[config.mk]
export PLATFORM = sky130hd
export DESIGN_NAME = addsub_arbiter
export DESIGN_NICKNAME = d
export VERILOG_FILES = /design/src/rtl/addsub_arbiter_pkg.sv /design/src/rtl/addsub_unit.sv /design/src/rtl/addsub_arbiter.sv
export SDC_FILE = /design/constraint.sdc
export NUM_CORES = 1
export LEC_CHECK = 0
export CORE_ASPECT_RATIO = 1.25
export CORE_MARGIN = 2
export CORE_UTILIZATION = 37
export CTS_CLUSTER_DIAMETER = 60
export DETAILED_ROUTE_END_ITERATION = 10
export GPL_TIMING_DRIVEN = 1
export PLACE_DENSITY = 0.8
export SYNTH_ARGS = -nofsm -noshare
export SYNTH_HDL_FRONTEND = slang
export SYNTH_SLANG_ARGS = --single-unit
[constraint.sdc]
create_clock -name clk -period 8.6 [get_ports clk]
set_clock_uncertainty 0.05 [all_clocks]
set_input_delay 1.72 -clock clk [delete_from_list [all_inputs] [get_ports clk]]
set_output_delay 1.72 -clock clk [all_outputs]
set_load 0.005 [all_outputs]
[src/rtl/addsub_arbiter_pkg.sv]
// Shared constants and types for the two-port add/sub arbiter.
// Holds the default datapath width and the requester id type.
package addsub_arbiter_pkg;

  localparam int WIDTH_DEFAULT = 16;

  typedef enum logic {
    PORT0 = 1'b0,
    PORT1 = 1'b1
  } port_id_t;

  function automatic port_id_t other_port(input port_id_t p);
    return (p == PORT0) ? PORT1 : PORT0;
  endfunction

endpackage

[src/rtl/addsub_unit.sv]
// WIDTH-bit ripple adder/subtractor; subtraction is a + ~b + 1.
// cout reports carry for add and borrow (a < b unsigned) for subtract.
module addsub_unit
  import addsub_arbiter_pkg::*;
#(
  parameter int WIDTH = WIDTH_DEFAULT
) (
  input  logic [WIDTH-1:0] a,
  input  logic [WIDTH-1:0] b,
  input  logic             sub,
  output logic [WIDTH-1:0] s,
  output logic             cout
);

  logic [WIDTH-1:0] b_eff;
  logic [WIDTH:0]   carry;

  assign b_eff    = b ^ {WIDTH{sub}};
  assign carry[0] = sub;

  for (genvar i = 0; i < WIDTH; i++) begin : g_bit
    assign s[i]         = a[i] ^ b_eff[i] ^ carry[i];
    assign carry[i+1]   = (a[i] & b_eff[i]) | (carry[i] & (a[i] ^ b_eff[i]));
  end

  // A subtract with no carry out of the top bit means a borrow occurred.
  assign cout = sub ^ carry[WIDTH];

endmodule

[src/rtl/addsub_arbiter.sv]
// Two requesters share one add/sub unit; round-robin on ties, one grant per cycle.
// Each port has a single response register with valid/ready handshake.
module addsub_arbiter
  import addsub_arbiter_pkg::*;
#(
  parameter int WIDTH = WIDTH_DEFAULT
) (
  input  logic             clk,
  input  logic             rst,

  input  logic             req0_valid,
  output logic             req0_ready,
  input  logic [WIDTH-1:0] req0_a,
  input  logic [WIDTH-1:0] req0_b,
  input  logic             req0_sub,

  input  logic             req1_valid,
  output logic             req1_ready,
  input  logic [WIDTH-1:0] req1_a,
  input  logic [WIDTH-1:0] req1_b,
  input  logic             req1_sub,

  output logic             rsp0_valid,
  input  logic             rsp0_ready,
  output logic [WIDTH-1:0] rsp0_s,
  output logic             rsp0_cout,

  output logic             rsp1_valid,
  input  logic             rsp1_ready,
  output logic [WIDTH-1:0] rsp1_s,
  output logic             rsp1_cout
);

  port_id_t         last_q;
  port_id_t         last_d;
  logic             elig0;
  logic             elig1;
  logic             grant0;
  logic             grant1;
  logic [WIDTH-1:0] op_a;
  logic [WIDTH-1:0] op_b;
  logic             op_sub;
  logic [WIDTH-1:0] res_s;
  logic             res_cout;

  // A port may take a new result when its register is empty or draining now.
  assign elig0 = req0_valid & (~rsp0_valid | rsp0_ready);
  assign elig1 = req1_valid & (~rsp1_valid | rsp1_ready);

  // Pointer register: remembers the most recently granted port.
  always_ff @(posedge clk) begin
    if (rst) begin
      last_q <= PORT1;
    end else begin
      last_q <= last_d;
    end
  end

  always_comb begin
    last_d = last_q;
    if (grant0) begin
      last_d = PORT0;
    end else if (grant1) begin
      last_d = PORT1;
    end
  end

  always_comb begin
    grant0 = 1'b0;
    grant1 = 1'b0;
    if (!rst) begin
      if (elig0 && elig1) begin
        grant0 = (other_port(last_q) == PORT0);
        grant1 = (other_port(last_q) == PORT1);
      end else begin
        grant0 = elig0;
        grant1 = elig1;
      end
    end
  end

  assign req0_ready = grant0;
  assign req1_ready = grant1;

  always_comb begin
    op_a   = req0_a;
    op_b   = req0_b;
    op_sub = req0_sub;
    if (grant1) begin
      op_a   = req1_a;
      op_b   = req1_b;
      op_sub = req1_sub;
    end
  end

  addsub_unit #(
    .WIDTH (WIDTH)
  ) u_addsub (
    .a    (op_a),
    .b    (op_b),
    .sub  (op_sub),
    .s    (res_s),
    .cout (res_cout)
  );

  always_ff @(posedge clk) begin
    if (rst) begin
      rsp0_valid <= 1'b0;
      rsp0_s     <= '0;
      rsp0_cout  <= 1'b0;
    end else if (grant0) begin
      rsp0_valid <= 1'b1;
      rsp0_s     <= res_s;
      rsp0_cout  <= res_cout;
    end else if (rsp0_valid && rsp0_ready) begin
      rsp0_valid <= 1'b0;
    end
  end

  always_ff @(posedge clk) begin
    if (rst) begin
      rsp1_valid <= 1'b0;
      rsp1_s     <= '0;
      rsp1_cout  <= 1'b0;
    end else if (grant1) begin
      rsp1_valid <= 1'b1;
      rsp1_s     <= res_s;
      rsp1_cout  <= res_cout;
    end else if (rsp1_valid && rsp1_ready) begin
      rsp1_valid <= 1'b0;
    end
  end

endmodule

==> reports/qor_table.md <==
| Stage | Parameter | Value |
|:---|:---|:---|
| drt | Via/cell ratio | 4.980 |
| pwr | Power consumption | 0.5621 mW |
| timing | Achievable Freq | 119.6 MHz |
| synth | Post-synth ARST share | 0 |
| setup path | Kind of critical path | in -> reg |
| global route | Overall fraction of global-route tracks in use | 0.1818 |
| floorplan | Height of the chip | 90.55 µm |
| layout | Non-filler instance count after layout | 397 |
| pwr | Power per standard cell area | 159.1 nW/µm² |
| timing | Setup-failing EPs final | 0 |
| timing | Slew headroom | 0.4864 |
| status | Run status | complete, no violations |
| placement | Total placed instance area | 3393 µm² |
| global route | Global route total overflow | 0 |
| clock network | CTS tree | built |
| setup path | Startpoint types | primary input |
| pwr | Peak VDD IR | 0.08390 mV |
| placement | Detailed placement HPWL | 4925 µm |
| drt | Number of remaining DRC errors | 0 |
| floorplan | Number of standard-cell rows in the floorplan | 31 |
| synth | Post-synth top flop | dfxtp_1 |
| drt | Wire length on met2 | 3234 µm |
| timing | Min Tclk post-route | 8359 ps |
| clock network | Clock sinks | 37 |
| drt | Wire length on met3 | 235 µm |
| synth | Synthesized cell area | 2217 µm² |
| synth | Part of the Yosys area used for sequential elements | 0.3341 |
| setup path | Biggest fanout along the worst timing path | 8 |
| setup path | Highest cell delay on the worst timing path | 460 ps |
| floorplan | Die outline area | 6631 µm² |
| clock network | Clock insertion delay at the later pin of the skew report | 280 ps |
| placement | Worst setup slack after placement | -621.0 ps |
| layout | # diodes | 0 |
| synth | Distinct cells, synth | 34 |
| clock network | Cell chosen for the clock root | clkbuf_8 |
| synth | Count of state elements after synthesis | 37 |
| setup path | CP Capture Type | flip-flop |
| placement | Routability cong. | 0.8422 |
| clock network | H-tree levels | 2 |
| floorplan | Number of placed I/O pins | 110 |
| setup path | Crit path max-delay cell type | clkdlybuf4s50_1 |
| drt | Sum of routed wire segments on met1 | 2155 µm |
| drt | Residual antenna-violating net count after detailed routing | 0 |
| timing | Number of failing hold endpoints at the final stage | 0 |
| timing | Setup slack after layout | 241.4 ps |
| clock network | Clock buffer depth | 2 |
| timing | Final worst path period share | 0.9719 |
| synth | Count of mapped cells out of synthesis | 214 |
| synth | Avg Cell Area, Syn | 10.36 µm² |
| global route | Largest net degree at the start of global routing | 38 |
| drt | Top metal layer carrying routed signals | met4 |
| placement | Number of cells after detailed placement | 389 |
| global route | Global-route wire length before repair | 9390 µm |
| clock network | Clock slew seen by the registers of the worst setup and hold paths | 70 ps |
| drt | First-iteration detailed-routing DRC count | 99 |
| setup path | Crit path arrival time | 8510 ps |
| drt | Average wire length per cell after detail routing | 14.62 µm |
| floorplan | Floorplan core area | 5779 µm² |
| floorplan | X dimension of the die | 73.24 µm |
| synth | Number of synthesized flops with an enable pin | 0 |
| drt | 1st-pass router iterations | 4 |
| min path | Hold Crit Class | reg -> reg |
| layout | Multi-input combinational cell area | 1401 µm² |
| setup path | Critical-path cell list | clkdlybuf4s50_1 > nor2b_4 > o211ai_4 > nor2_4 > buf_4 > mux2i_2 > xor2_1 > fa_1 > inv_1 > fa_2 > fa_2 > fa_2 > fa_2 > fa_2 > fa_2 > fa_2 > fa_2 > fa_2 > fa_1 > fa_2 > fa_2 > fa_2 > nand4b_1 > o221ai_2 |
| synth | Yosys warnings | 0 |
| layout | Number of fill cells in the layout | 477 |
| global route | Via count of the first global-routing pass | 2014 |
| timing | Pins Over Slew Limit | 0 |
| layout | Core Util, Final | 0.6114 |
| layout | Final Cell Area | 3533 µm² |
| timing | Worst-margin pin slew | 770.3 ps |
| pwr | Lkg Pwr | 1.274 nW |
| floorplan | Initial core utilization | 0.3836 |
| layout | Nets@finish | 417 |
| drt | Total wire length after detailed routing | 5804 µm |
| timing | Setup repair after global routing missed its margin | false |
| clock network | Post-CTS Setup Inserts | 0 |
| synth | Net count after synthesis | 301 |
| drt | DR vias | 1977 |
| layout | Fraction of final layout cells with drive strength greater than 1 | 0.1571 |
| layout | Area overhead of the layout relative to synthesis | 59.37% |
| placement | Number of buffers inserted by port buffering | 109 |
| job | Max-cap violation count | 0 |
| setup path | Most frequent cell on the critical path | fa_2 |
| global route | Number of antenna violations at the first check in global routing | 0 |
| setup path | Data required time at the worst endpoint | 8760 ps |
| clock network | TritonCTS Buffers | 5 |
| layout | Register cell area after layout | 740.7 µm² |
## state kept, by name, summed over array words and instances, names as in the netlist
| signal | flops |
|---|---|
| rsp1_s | 16 |
| rsp0_cout | 1 |
| rsp1_cout | 1 |
| rsp0_valid | 1 |
| last_q | 1 |
| rsp1_valid | 1 |
| rsp0_s | 16 |
## synthesized netlist by cell type (2+ instances only)
cell      instances  area [µm²]
a21oi_1           4       20.02
buf_4             3       22.52
buf_6             4       45.04
inv_1             2       7.510
buf_2             4       20.02
a211oi_1         27       202.7
mux2i_1          32       320.3
xor2_1            3       26.28
nand2_1          13       48.80
fa_1             15       300.3
dfxtp_1          37       740.7
xnor2_1          15       131.4
o21ai_0           2       10.01
clkbuf_1          3       11.26
nand3_1           3       15.01
nor2_1           28       105.1
mux2_2            2       22.52
## cells in the final DEF, fill, tap and decap left out, types with 2 or more instances in the layout
master,Yosys,routed
fa_2,0,13
nand3_1,3,3
clkdlybuf4s50_1,0,109
mux2_2,2,2
mux2i_1,32,30
fa_1,15,2
a211oi_1,27,27
o21ai_0,2,2
nand2_1,13,12
mux2i_2,0,2
xor2_1,3,2
clkinv_2,0,2
clkbuf_8,0,5
a21oi_1,4,4
nor2_1,28,28
buf_4,3,16
xnor2_1,15,15
dfxtp_1,37,37
inv_1,2,2
## worst paths after layout
kind | from | end | slack (ps) | cells past startpoint
hold / removal | rsp1_cout$_SDFFE_PP0N_ | rsp1_cout$_SDFFE_PP0N_ | 400 | 2
hold reg to reg | rsp1_cout$_SDFFE_PP0N_ | rsp1_cout$_SDFFE_PP0N_ | 400 | 2
setup reg to reg | rsp0_valid$_SDFFE_PP0P_ | rsp0_cout$_SDFFE_PP0P_ | 1770 | 23
setup / recovery | rsp0_ready | rsp0_cout$_SDFFE_PP0P_ | 240 | 24
## metrics by stage
step / hold slack (ps) / setup TNS [ps]
CTS: 403.0 / 0
floorplan: 395.6 / 0
detailed placement: 394.1 / -2729
finish: 397.9 / 0
global placement: 395.4 / -1558
global route: 437.8 / 0
## cells by family after synthesis
group,count (synthesis),share of synthesized area
compound gates,39,0.1343
xor+xnor,18,0.07111
buf+inv,19,0.05812
mux,34,0.1546
flops,37,0.3341
simple gates,52,0.1123
fa+ha+maj,15,0.1354
## metal layers
layer	vias up	GRT usage
met3	16	0.02790
met5	-	0
li1	973	-
met4	0	0.07099
met2	74	0.3281
met1	914	0.2072
## final cells by class
class	instances	area share
clock buffers	5	0.01948
clock inverters	3	0.004958
inverters	3	0.003187
multi-input cells	158	0.3966
flip-flops and latches	37	0.2096
well taps	66	0.02337
repair buffers	125	0.3428
## what timing repair did
| action | 4_1_cts | 5_1_grt |
|---|---|---|
| setup endpoints to repair | 4 | 4 |
| pin swaps | 2 | 4 |
| gates resized for setup | 13 | 5 |
| hold buffers | 0 | 0 |
## worst max-delay path: cells and delay by family
family / cells / cell delay (ps)
AO/OA/AOI/OAI: 2 / 230
XOR/XNOR: 1 / 210
adder cells (fa/ha/maj): 14 / 4870
buffers and inverters: 3 / 710
multiplexers: 1 / 250
AND/OR/NAND/NOR: 3 / 530
## report_power, final
part           total [mW]  switching, mW  leakage, nW  internal, mW
Sequential          0.204         0.0114        0.305         0.192
Combinational       0.242          0.103        0.925         0.140
Clock               0.116         0.0604       0.0439        0.0559
Total               0.562          0.174         1.27         0.388
Note: power is estimated with default switching activity, not from simulation.
